--- config.mk ---
export PLATFORM = sky130hd
export DESIGN_NAME = dmem_reader
export DESIGN_NICKNAME = d
export VERILOG_FILES = /design/src/rtl/code_pack.sv /design/src/rtl/dmem_reader_rise_detect.sv /design/src/rtl/dmem_reader.sv
export SDC_FILE = /design/constraint.sdc
export NUM_CORES = 1
export LEC_CHECK = 0
export BUFFER_PORTS_ARGS = -buffer_cell sky130_fd_sc_hd__buf_2
export CAP_MARGIN = 25
export CORE_UTILIZATION = 40
export DETAILED_ROUTE_END_ITERATION = 10
export HOLD_SLACK_MARGIN = 0.08
export SYNTH_ARGS = -nofsm -noshare
export SYNTH_HDL_FRONTEND = slang
export SYNTH_SLANG_ARGS = --single-unit
--- constraint.sdc ---
create_clock -name clk -period 5.1 [get_ports clk]
set_input_delay 0.51 -clock clk [delete_from_list [all_inputs] [get_ports clk]]
set_output_delay 0.51 -clock clk [all_outputs]
set_load 0.005 [all_outputs]
--- src/rtl/code_pack.sv ---
// Shared types and default sizes for the data-memory dump reader.
// Holds the dump FSM state encoding and the default address/word widths.
package code_pack;

    localparam int AW_DEFAULT = 8;
    localparam int DW_DEFAULT = 8;

    typedef enum logic [2:0] {
        IDLE,
        READ,
        WAIT,
        HOLD,
        FINISH
    } dump_state_t;

endpackage

--- src/rtl/dmem_reader_rise_detect.sv ---
// Rising-edge detector: registers a level and flags a low-to-high change.
// Ports: clk, start (async active-high reset), in (level), rise (in && !in_q).
module rise_detect (
    input  logic clk,
    input  logic start,
    input  logic in,
    output logic rise
);

    logic in_q;

    always_ff @(posedge clk or posedge start) begin
        if (start) begin
            in_q <= 1'b0;
        end else begin
            in_q <= in;
        end
    end

    assign rise = in & ~in_q;

endmodule

--- src/rtl/dmem_reader.sv ---
// Dumps a window of data memory after the CPU halts, one beat per word,
// over a valid/ready stream.
// Ports: clk, start (async reset), done (halt level), first_addr, count,
// mem_rd_en/mem_addr/mem_rdata (1-cycle read memory), out_data/out_addr/
// out_valid/out_ready/out_last (output stream), busy, finished (sticky).
module dmem_reader
    import code_pack::*;
#(
    parameter int AW = AW_DEFAULT,
    parameter int DW = DW_DEFAULT
) (
    input  logic          clk,
    input  logic          start,
    input  logic          done,
    input  logic [AW-1:0] first_addr,
    input  logic [AW:0]   count,
    output logic          mem_rd_en,
    output logic [AW-1:0] mem_addr,
    input  logic [DW-1:0] mem_rdata,
    output logic [DW-1:0] out_data,
    output logic [AW-1:0] out_addr,
    output logic          out_valid,
    input  logic          out_ready,
    output logic          out_last,
    output logic          busy,
    output logic          finished
);

    dump_state_t   state;
    logic          trig;
    logic [AW-1:0] base;
    logic [AW:0]   total;
    logic [AW:0]   idx;
    logic [AW-1:0] rd_addr;
    logic          is_last;

    rise_detect u_rise (
        .clk   (clk),
        .start (start),
        .in    (done),
        .rise  (trig)
    );

    // Address of word idx wraps naturally at AW bits.
    always_comb begin
        rd_addr = base + idx[AW-1:0];
        is_last = (idx == total - (AW+1)'(1));
        busy    = (state == READ) || (state == WAIT) || (state == HOLD);
    end

    always_ff @(posedge clk or posedge start) begin
        if (start) begin
            state     <= IDLE;
            base      <= '0;
            total     <= '0;
            idx       <= '0;
            mem_rd_en <= 1'b0;
            mem_addr  <= '0;
            out_data  <= '0;
            out_addr  <= '0;
            out_valid <= 1'b0;
            out_last  <= 1'b0;
            finished  <= 1'b0;
        end else begin
            unique case (state)
                IDLE: begin
                    if (trig) begin
                        base     <= first_addr;
                        total    <= count;
                        idx      <= '0;
                        finished <= 1'b0;
                        if (count == '0) begin
                            state    <= FINISH;
                            finished <= 1'b1;
                        end else begin
                            state     <= READ;
                            mem_rd_en <= 1'b1;
                            mem_addr  <= first_addr;
                        end
                    end
                end
                READ: begin
                    mem_rd_en <= 1'b0;
                    state     <= WAIT;
                end
                WAIT: begin
                    out_data  <= mem_rdata;
                    out_addr  <= mem_addr;
                    out_valid <= 1'b1;
                    out_last  <= is_last;
                    state     <= HOLD;
                end
                HOLD: begin
                    if (out_ready) begin
                        out_valid <= 1'b0;
                        idx       <= idx + (AW+1)'(1);
                        if (out_last) begin
                            state    <= FINISH;
                            finished <= 1'b1;
                        end else begin
                            state     <= READ;
                            mem_rd_en <= 1'b1;
                            mem_addr  <= rd_addr + AW'(1);
                        end
                    end
                end
                FINISH: begin
                    state <= IDLE;
                end
                default: begin
                    state <= IDLE;
                end
            endcase
        end
    end

endmodule

After elaboration in Yosys (flattened, before gate mapping)
Cells that the tools add are included.
{"block": "totals", "reg_bits": 58, "inputBits": 29, "out_inout_bits": 29, "wordCells": 66}
{"block": "op_classes", "n_addsub": 4, "eq_ne": 9, "muxes": 25, "bitwise": 2, "n_reduce_logical": 14}
{"op": "$mux 8", "n": 4}
{"op": "$mux 9", "n": 2}
{"op": "$pmux 9 s2", "n": 1}
{"op": "$pmux 8 s2", "n": 1}
{"op": "$mux 3", "n": 4}
{"op": "$pmux 3 s4", "n": 1}
{"op": "$ne 2x2->1 const B", "n": 5}
{"op": "$reduce_and 5->1", "n": 2}
{"op": "$add 9x1->9 const B", "n": 1}
{"op": "$eq 9x9->1", "n": 1}
{"op": "$logic_not 9->1", "n": 1}
{"op": "$mux 1", "n": 9}
{"op": "$sub 9x1->9 const B", "n": 1}
{"op": "$add 8x1->8 const B", "n": 1}
{"op": "$add 8x8->8", "n": 1}
{"op": "$eq 3x2->1 const B", "n": 2}
{"op": "$reduce_and 2->1", "n": 3}
{"op": "$pmux 1 s2", "n": 2}
{"op": "$reduce_and 4->1", "n": 1}
{"op": "$reduce_bool 2->1", "n": 2}
{"op": "$eq 3x1->1 const B", "n": 1}
{"op": "$logic_not 3->1", "n": 1}
{"op": "$pmux 1 s3", "n": 1}
{"op": "$reduce_and 3->1", "n": 1}
{"op": "4 further kinds", "n": 5}

Logic depth before layout (Yosys ltp)
Gate-level depths: netlist of the first run.
{"block": "depth", "ltp_word": 5, "depth_mapped": 9, "mapped_depth_nobuf": 9}

Cells and area by module
From an unflattened synthesis of the first run, not the netlist that was laid out.
{"block": "unflattened", "hier_cells": 309, "area_unflattened_um2": 3029.2}
{"mod": "dmem_reader", "instances": 1, "cells_per_inst": 306, "area_each_um2": 2986.6}
{"mod": "rise_detect", "instances": 1, "cells_per_inst": 3, "area_each_um2": 42.5}

Least setup slack after synthesis of the first run
Ideal clock, no wire load.
{"block": "synth_timing", "path_type": "register to register", "start": "register idx[1]", "end": "register mem_addr[7]", "arrival_time_ps": 1797, "required_time_ps": 4975, "setup_slack_ps": 3178, "stages_incl_launch_ff": 8, "path_buffers": 0, "path_cell_list": "dfrtp_1 -> ha_1 -> nor2b_1 -> o31a_1 -> o31ai_1 -> xnor2_1 -> o21ai_0 -> mux2_2"}
{"block": "synth_between", "elab_chain_len": 5}
{"element": "from (decl)", "line": "dmem_reader.sv:33", "rtl": "logic [AW:0] idx;"}
{"element": "from (signal assigned)", "line": "dmem_reader.sv:96", "rtl": "idx <= idx + (AW+1)'(1);"}
{"element": "$add 8x8->8", "line": "dmem_reader.sv:46", "rtl": "rd_addr = base + idx[AW-1:0];"}
{"element": "$add 8x1->8", "line": "dmem_reader.sv:103", "rtl": "mem_addr <= rd_addr + AW'(1);"}
{"element": "$mux 8", "line": "dmem_reader.sv:97", "rtl": "if (out_last) begin"}
{"element": "$mux 8", "line": "dmem_reader.sv:94", "rtl": "if (out_ready) begin"}
{"element": "$pmux 8 s2", "line": "dmem_reader.sv:65", "rtl": "unique case (state)"}
{"element": "to (signal assigned)", "line": "dmem_reader.sv:78", "rtl": "mem_addr <= first_addr;"}
{"element": "to (signal assigned)", "line": "dmem_reader.sv:103"}
{"element": "to (decl)", "line": "dmem_reader.sv:18", "rtl": "output logic [AW-1:0] mem_addr,"}
Every way passes these cells. The select of a mux whose other input is x is not followed.
A chain may end at the register's enable or synchronous reset.

Worst setup path after layout of the first run
{"block": "layout_timing", "start": "register state[0]", "end": "register base[3]"}
{"block": "layout_between", "elab_chain_len": 2}
{"element": "from (decl)", "line": "dmem_reader.sv:29", "rtl": "dump_state_t state;"}
{"element": "from (signal assigned)", "line": "dmem_reader.sv:53", "rtl": "state <= IDLE;"}
{"element": "from (signal assigned)", "line": "dmem_reader.sv:73", "rtl": "state <= FINISH;"}
{"element": "from (signal assigned)", "line": "dmem_reader.sv:76", "rtl": "state <= READ;"}
{"element": "$logic_not 3->1", "line": "dmem_reader.sv:65"}
{"element": "$reduce_and 2->1 (no source line)"}
{"element": "to (signal assigned)", "line": "dmem_reader.sv:68", "rtl": "base <= first_addr;"}
{"element": "to (decl)", "line": "dmem_reader.sv:31", "rtl": "logic [AW-1:0] base;"}
Every way passes these cells.

==> key figures, run 1 <==
Logic synthesis
  – Post-synthesis register bit count: 58
  – Register area share after synthesis: between 40% and 50%
  – Yosys top cell area share: between 40% and 50%
  – Top FF cell, synth: dfrtp_1
  – Async S/R FF share, synth: 100%
  – Mean Syn Cell Area: ~11 µm²
  – Yosys warns: 0
  – Synth area leader: dfrtp_1
  – Post-synth EDFFs: 0
  – Post-synth cell types: 46
  – Cells after Synth: 282
  – Synth area leaders: dfrtp_1 48%, mux2_2 12%, o21ai_0 4.2%
  – Syn Nets: 321
  – Post-Syn Area: ~3000 µm²

Clock tree
  – Post-CTS Setup Inserts: 0
  – Gates resized, CTS repair: 0
  – CTS Buffer Depth: 2
  – CTS tree: built
  – Clk sinks: 58
  – TritonCTS buffer count: 9
  – H-tree depth: 3
  – Root Driver: clkbuf_8
  – CTS Hold Bufs: 0
  – Worst-Skew Late Latency: 0.33 ns
  – Worst-path clk slew: 0.07 ns

Route
  – Starting DRC count in detailed routing: 84
  – DRT Pass-1 Iters: 4
  – Via density: 5.09
  – Routed WL per cell: between 10 and 15 µm
  – Final ANT Viol Nets: 0
  – Drc violations: 0
  – Total Routed Length: 6100 µm
  – Vias post-DR: 2,275

Cells and area
  – Final Core Density: about half
  – # nets final: between 300 and 400
  – Commonest cells after routing, fill and taps aside: 58 x dfrtp_1, 57 x buf_2, 31 x mux2_2, 25 x o21ai_0, 22 x nand2_1
  – Synth-to-layout area growth: 19.5%
  – Layout cells sized above 1: 33.6%
  – Antenna cells: 0
  – Commonest non-fill, non-tap cell in the layout: dfrtp_1
  – Fill count: 684
  – Fin cells: 447

Power
  – Worst vdd ir: 0.000176 V
  – Power, Total: 0.00217 W
  – Power Density: 606 nW/µm²
  – Leak: 1.64 nW

Min path
  – Hold Crit Class: input port to flop
  – HP Start: done

Floorplanning
  – Die Ht: 88.5 µm
  – Die X: 88.5 µm
  – Starting Density: 41.3%
  – Total Die Area: 7830 µm²
  – Core area: slightly above 7000 µm²
  – Rows: 31
  – Boundary pin count: 58

Timing
  – Min cycle time layout: 2.36 ns
  – Max-slew violations: 0
  – Rel. slew slack: 50.8%
  – Clock Skews: 0.00787 ns
  – RSZ-0062 raised after global routing: false
  – Setup TNS: 0 ns
  – Final setup fails: 0
  – FMAX: 423 MHz
  – Worst Tran Pin Value: 0.738 ns
  – Final Hold Fails: 0
  – Period utilisation layout: a little under half

Placed design
  – Post-detail-place hpwl: 4390 µm
  – Routability congestion estimate: approximately 0.82
  – Placed cells: 431
  – Port bufs: 57

Setup path
  – Critical Path Start: state[0]
  – Startpoint types: flop
  – R2R setup slack: 2.74 ns
  – Required @ worst endpoint: about 5.3 ns
  – Worst R2R Start: state[0]
  – Worst path arrival time: 2.57 ns
  – Slowest-stage cell, CP: or4b_4
  – Crit path cell chain: or4b_4 > nor2_2 > buf_4 > mux2_2
  – Endpoint class of the critical path: flop
  – CP Class: flop to flop
  – Crit Path Max Fanout: 16
  – Max incr delay on CP: 0.60 ns

Global routing
  – Vias in the first global route: between 2,000 and 2,500
  – Largest net degree at the start of global routing: 59
  – Remaining global-route overflow: 0
  – Met2 usage in global routing: 25.5%
  – GRT Util Overall: 16.4%
  – Initial antenna violation count: 0
  – First-pass GRT wire length: between 9000 and 10,000 µm
  – GRT busiest layer: met2
  – Met3 Usage GRT: 4.48%
  – Met1 Use GR: between 20% and 30%

Run status
  – Run status: finished clean

Run
  – Max Cap Viol: 0
## power by group
part / switching [W] / internal, W
Clock: 0.000183 / 0.000250
Combinational: 0.000446 / 0.000460
Sequential: 0.000169 / 0.000659
## layout make-up
| cell class | instances | area (µm²) | share of cell area (%) |
|---|---|---|---|
| clock buffers | 11 | 151 | 4.23 |
| multi-input cells | 202 | 1450 | 40.4 |
| clock inverters | 5 | 52.6 | 1.47 |
| repair buffers | 60 | 308 | 8.60 |
| flip-flops and latches | 58 | 1450 | 40.6 |
| inverters | 12 | 45.0 | 1.26 |
| well taps | 99 | 124 | 3.46 |
## stage by stage
step / instance area (µm²) / setup WS, ns / hold slack, ns
finish: 3580 / 2.74 / 0.313
detailed placement: 3370 / 2.69 / 0.469
floorplan: 2990 / 3.16 / 0.474
global route: 3580 / 2.66 / 0.302
global placement: 3370 / 2.74 / 0.460
CTS: 3580 / 2.75 / 0.304
## worst paths after layout
check	endpoint	cells past startpoint
worst max-delay path	base[3]	4
worst min-delay path	u_rise.in_q	1
worst max register to register	base[3]	4
worst min register to register	out_valid	1
max in group asynchronous	idx[2]	3
min in group asynchronous	state[1]	3
## cells in the mapped netlist, types with 7 or more instances
library cell / count
dfrtp_1: 58
mux2_2: 31
o21ai_0: 25
nand2_1: 22
nor2_1: 19
inv_1: 12
nor3_1: 11
a21oi_1: 10
ha_1: 9
xnor2_1: 9
nand3_1: 7
xor2_1: 7
## cell families (layout without fill, tap and decap cells)
kind of cell	Yosys count	after routing	synth area share (%)
xor gates and xnor gates	16	16	4.68
adders and majority gates	10	10	4.43
and+or+nand+nor	89	89	15.9
DFF	58	58	48.5
buffers and inverters	22	88	3.30
AOI/OAI and AO/OA	55	55	11.2
muxes	32	32	12.0
## sequential cells by signal, summed over array words and instances (netlist names), 3 cells and up
register,cells
idx,9
total,9
base,8
mem_addr,8
out_addr,8
out_data,8
state,3
## critical path: cells and delay by family (launching register included)
kind | cells | cell delay, ns
buffers and inverters | 1 | 0.34
DFF | 1 | 0.46
muxes | 1 | 0.36
and+or+nand+nor | 2 | 1.08
## layer usage
metal / part of all wire, % / vias up / wire [µm]
met4: 0.79 / 0 / 48
met5: 0 / - / 0
met3: 3.9 / 4 / 237
li1: - / 1122 / -
met2: 46 / 61 / 2780
met1: 50 / 1088 / 3030
No activity file was read; power rests on OpenSTA's default activity.
==> inputs of run 2 (changes only) <==
clock period = 2.25 ns   (was 5.1 ns; I/O delays follow)
==> key figures, run 2 (synthesis gave the netlist of run 1 again) <==
Clock tree
  – Worst-path clk slew: 0.07 ns (about the same)
  – Root Driver: clkbuf_8 (unchanged)
  – Clk sinks: 58 (unchanged)
  – CTS Buffer Depth: 2 (unchanged)
  – H-tree depth: 3 (unchanged)
  – Worst-Skew Late Latency: 0.34 ns (was 0.33 ns)
  – CTS tree: built (unchanged)
  – TritonCTS buffer count: 9 (unchanged)
  – Post-CTS Setup Inserts: 0 (unchanged)

Floorplanning
  – Rows: 31 (unchanged)
  – Boundary pin count: 58 (unchanged)
  – Die Ht: 88.5 µm (unchanged)
  – Die X: 88.5 µm (unchanged)
  – Starting Density: 41.3% (unchanged)
  – Total Die Area: 7830 µm² (unchanged)
  – Core area: 7250 µm² (unchanged)

Global routing
  – Met3 Usage GRT: 5.50% (was 4.48%)
  – Remaining global-route overflow: 0 (unchanged)
  – Met1 Use GR: 21.5% (was 22.2%)
  – Vias in the first global route: 2,105 (was 2,009)
  – Initial antenna violation count: 0 (unchanged)
  – First-pass GRT wire length: 9850 µm (was 9720 µm)
  – Largest net degree at the start of global routing: 59 (unchanged)
  – Met2 usage in global routing: 26.4% (was 25.5%)
  – GRT busiest layer: met2 (unchanged)
  – GRT Util Overall: 16.8% (was 16.4%)

Run
  – Max Cap Viol: 0 (unchanged)

Power
  – Switch Pwr: 0.00187 W (was 0.000798 W)
  – Power Density: 1390 nW/µm² (was 606 nW/µm²)
  – Leak: 1.69 nW (was 1.64 nW)
  – Power, Total: 0.00510 W (was 0.00217 W)
  – Logic gate share of total power: 43.2% (was 41.8%)
  – Int Power: 0.00323 W (was 0.00137 W)
  – Sw Ratio: 36.6% (was 36.8%)
  – Sequential Power Share: 35.6% (was 38.2%)
  – Worst vdd ir: 0.000355 V (was 0.000176 V)
  – Clk network pwr share: 21.2% (was 19.9%)

Route
  – Final ANT Viol Nets: 0 (unchanged)
  – Total Routed Length: 6040 µm (was 6100 µm)
  – Routed WL per cell: 13.3 µm (was 13.6 µm)
  – Vias post-DR: 2,296 (was 2,275)
  – Starting DRC count in detailed routing: 68 (was 84)
  – DRT Pass-1 Iters: 4 (unchanged)
  – Drc violations: 0 (unchanged)
  – Via density: 5.05 (was 5.09)

Cells and area
  – Antenna cells: 0 (unchanged)
  – Synth-to-layout area growth: 23.0% (was 19.5%)
  – Largest registers: idx (9), total (9) (unchanged)
  – # nets final: 390 (was 382)
  – Commonest cells after routing, fill and taps aside: 58 x dfrtp_1, 57 x buf_2, 31 x mux2_2, 25 x o21ai_0, 22 x nand2_1 (unchanged)
  – Commonest non-fill, non-tap cell in the layout: dfrtp_1 (unchanged)
  – Final Core Density: 50.8% (was 49.3%)
  – Layout cells sized above 1: 34.8% (was 33.6%)

Setup path
  – CP top delay family: adder cells (was simple AND/OR/NAND/NOR gates)
  – Required @ worst endpoint: 2.47 ns (was 5.31 ns)
  – Crit path cell chain: inv_1 > ha_1 > fa_1 > nor2b_1 > o21ai_0 > nand2b_1 > a2111oi_0 > a311oi_1 > o21ai_0 (was or4b_4 > nor2_2 > buf_4 > mux2_2)
  – CP Class: flop to flop (unchanged)
  – Max incr delay on CP: 0.43 ns (was 0.60 ns)
  – Slowest-stage cell, CP: dfrtp_1 (was or4b_4)
  – Critical path's most frequent cell: o21ai_0
  – Startpoint types: flop (unchanged)
  – Endpoint class of the critical path: flop (unchanged)
  – Critical path buffer and inverter count: 1 (unchanged)
  – Crit Path Max Fanout: 4 (was 16)
  – Worst path arrival time: 2.32 ns (was 2.57 ns)

Timing
  – Final Hold Fails: 0 (unchanged)
  – RSZ-0062 raised after global routing: false (unchanged)
  – Period utilisation layout: 93.2% (was 46.3%)
  – Rel. slew slack: 72.1% (was 50.8%)
  – Min cycle time layout: 2.10 ns (was 2.36 ns)
  – Setup TNS: 0 ns (unchanged)
  – FMAX: 477 MHz (was 423 MHz)
  – PnR worst setup slack: 0.152 ns (was 2.74 ns)
  – Clock Skews: 0.00968 ns (was 0.00787 ns)
  – Final setup fails: 0 (unchanged)
  – Worst Tran Pin Value: 0.414 ns (was 0.738 ns)
  – Max-slew violations: 0 (unchanged)

Placed design
  – Routability congestion estimate: 0.799 (was 0.816)
  – Post-detail-place hpwl: 4440 µm (was 4390 µm)
  – Port bufs: 57 (unchanged)
  – Place WS: 0.137 ns (was 2.69 ns)

Min path
  – Hold Crit Class: input port to flop (unchanged)

Run status
  – Run status: finished clean (unchanged)
[run 2: changes by cell type in the layout (fill, tap and decap cells not counted), moves of 2 or more]
cell and change:
clkbuf_8 -2, clkinv_2 -3, clkinv_4 +2, buf_4 +5
dlygate4sd3_1 +2
[run 2: per-stage QoR]
| step | hold WS (ns) | area (µm²) | cells |
|---|---|---|---|
| detailed placement | 0.312 | 3430 | 437 |
| floorplan | 0.256 | 2990 | 282 |
| global placement | 0.312 | 3430 | 437 |
| finish | 0.0994 | 3680 | 455 |
| CTS | 0.0878 | 3680 | 455 |
| global route | 0.104 | 3680 | 455 |
[run 2: path summary, 6_finish.rpt]
check	startpoint	slack, ns	cells after the start	endpoint
max in group asynchronous	start	1.50	4	total[8]
min in group asynchronous	start	0.47	4	u_rise.in_q
worst min register to register	out_valid	0.48	1	out_valid
worst min-delay path	count[1]	0.1	3	total[1]
worst max-delay path	idx[0]	0.15	9	mem_addr[6]
worst max register to register	idx[0]	0.15	9	mem_addr[6]
[run 2: area by class of cell]
| cell class | instances | area (µm²) |
|---|---|---|
| clock inverter | 7 | 101 |
| fill | 689 | 3570 |
| multi-input combinational | 202 | 1450 |
| timing repair buffer | 68 | 385 |
| tap | 99 | 124 |
| clock buffer | 9 | 124 |
| inverter | 12 | 45.0 |
| sequential | 58 | 1450 |
[run 2: tightest hold or removal path, cell delays in order]
cell	delay [ns]
buf_2	0.09
nand2_1	0.04
o21ai_0	0.06
[run 2: power groups by stage]
stage | combinational, W | clock (W) | sequential, W
5_1_grt | 0.00250 | 0.00115 | 0.00190
4_1_cts | 0.00222 | 0.00110 | 0.00183
3_5_place_dp | 0.00219 | 0 | 0.00185
6_report | 0.00221 | 0.00108 | 0.00182
2_1_floorplan | 0.00156 | 0 | 0.00180
3_3_place_gp | 0.00216 | 0 | 0.00183
[run 2: routing by layer]
metal | routed length [µm] | vias to the layer above
met5 | 0 | -
met3 | 276 | 8
met4 | 79 | 0
met2 | 2820 | 46
met1 | 2860 | 1097
li1 | - | 1145
[run 2: timing repair]
action                     in CTS  in global routing
hold buffers                    2                  0
hold endpoints to repair       59                  0
resized for setup               0                  1
setup endpoints to repair       0                  1
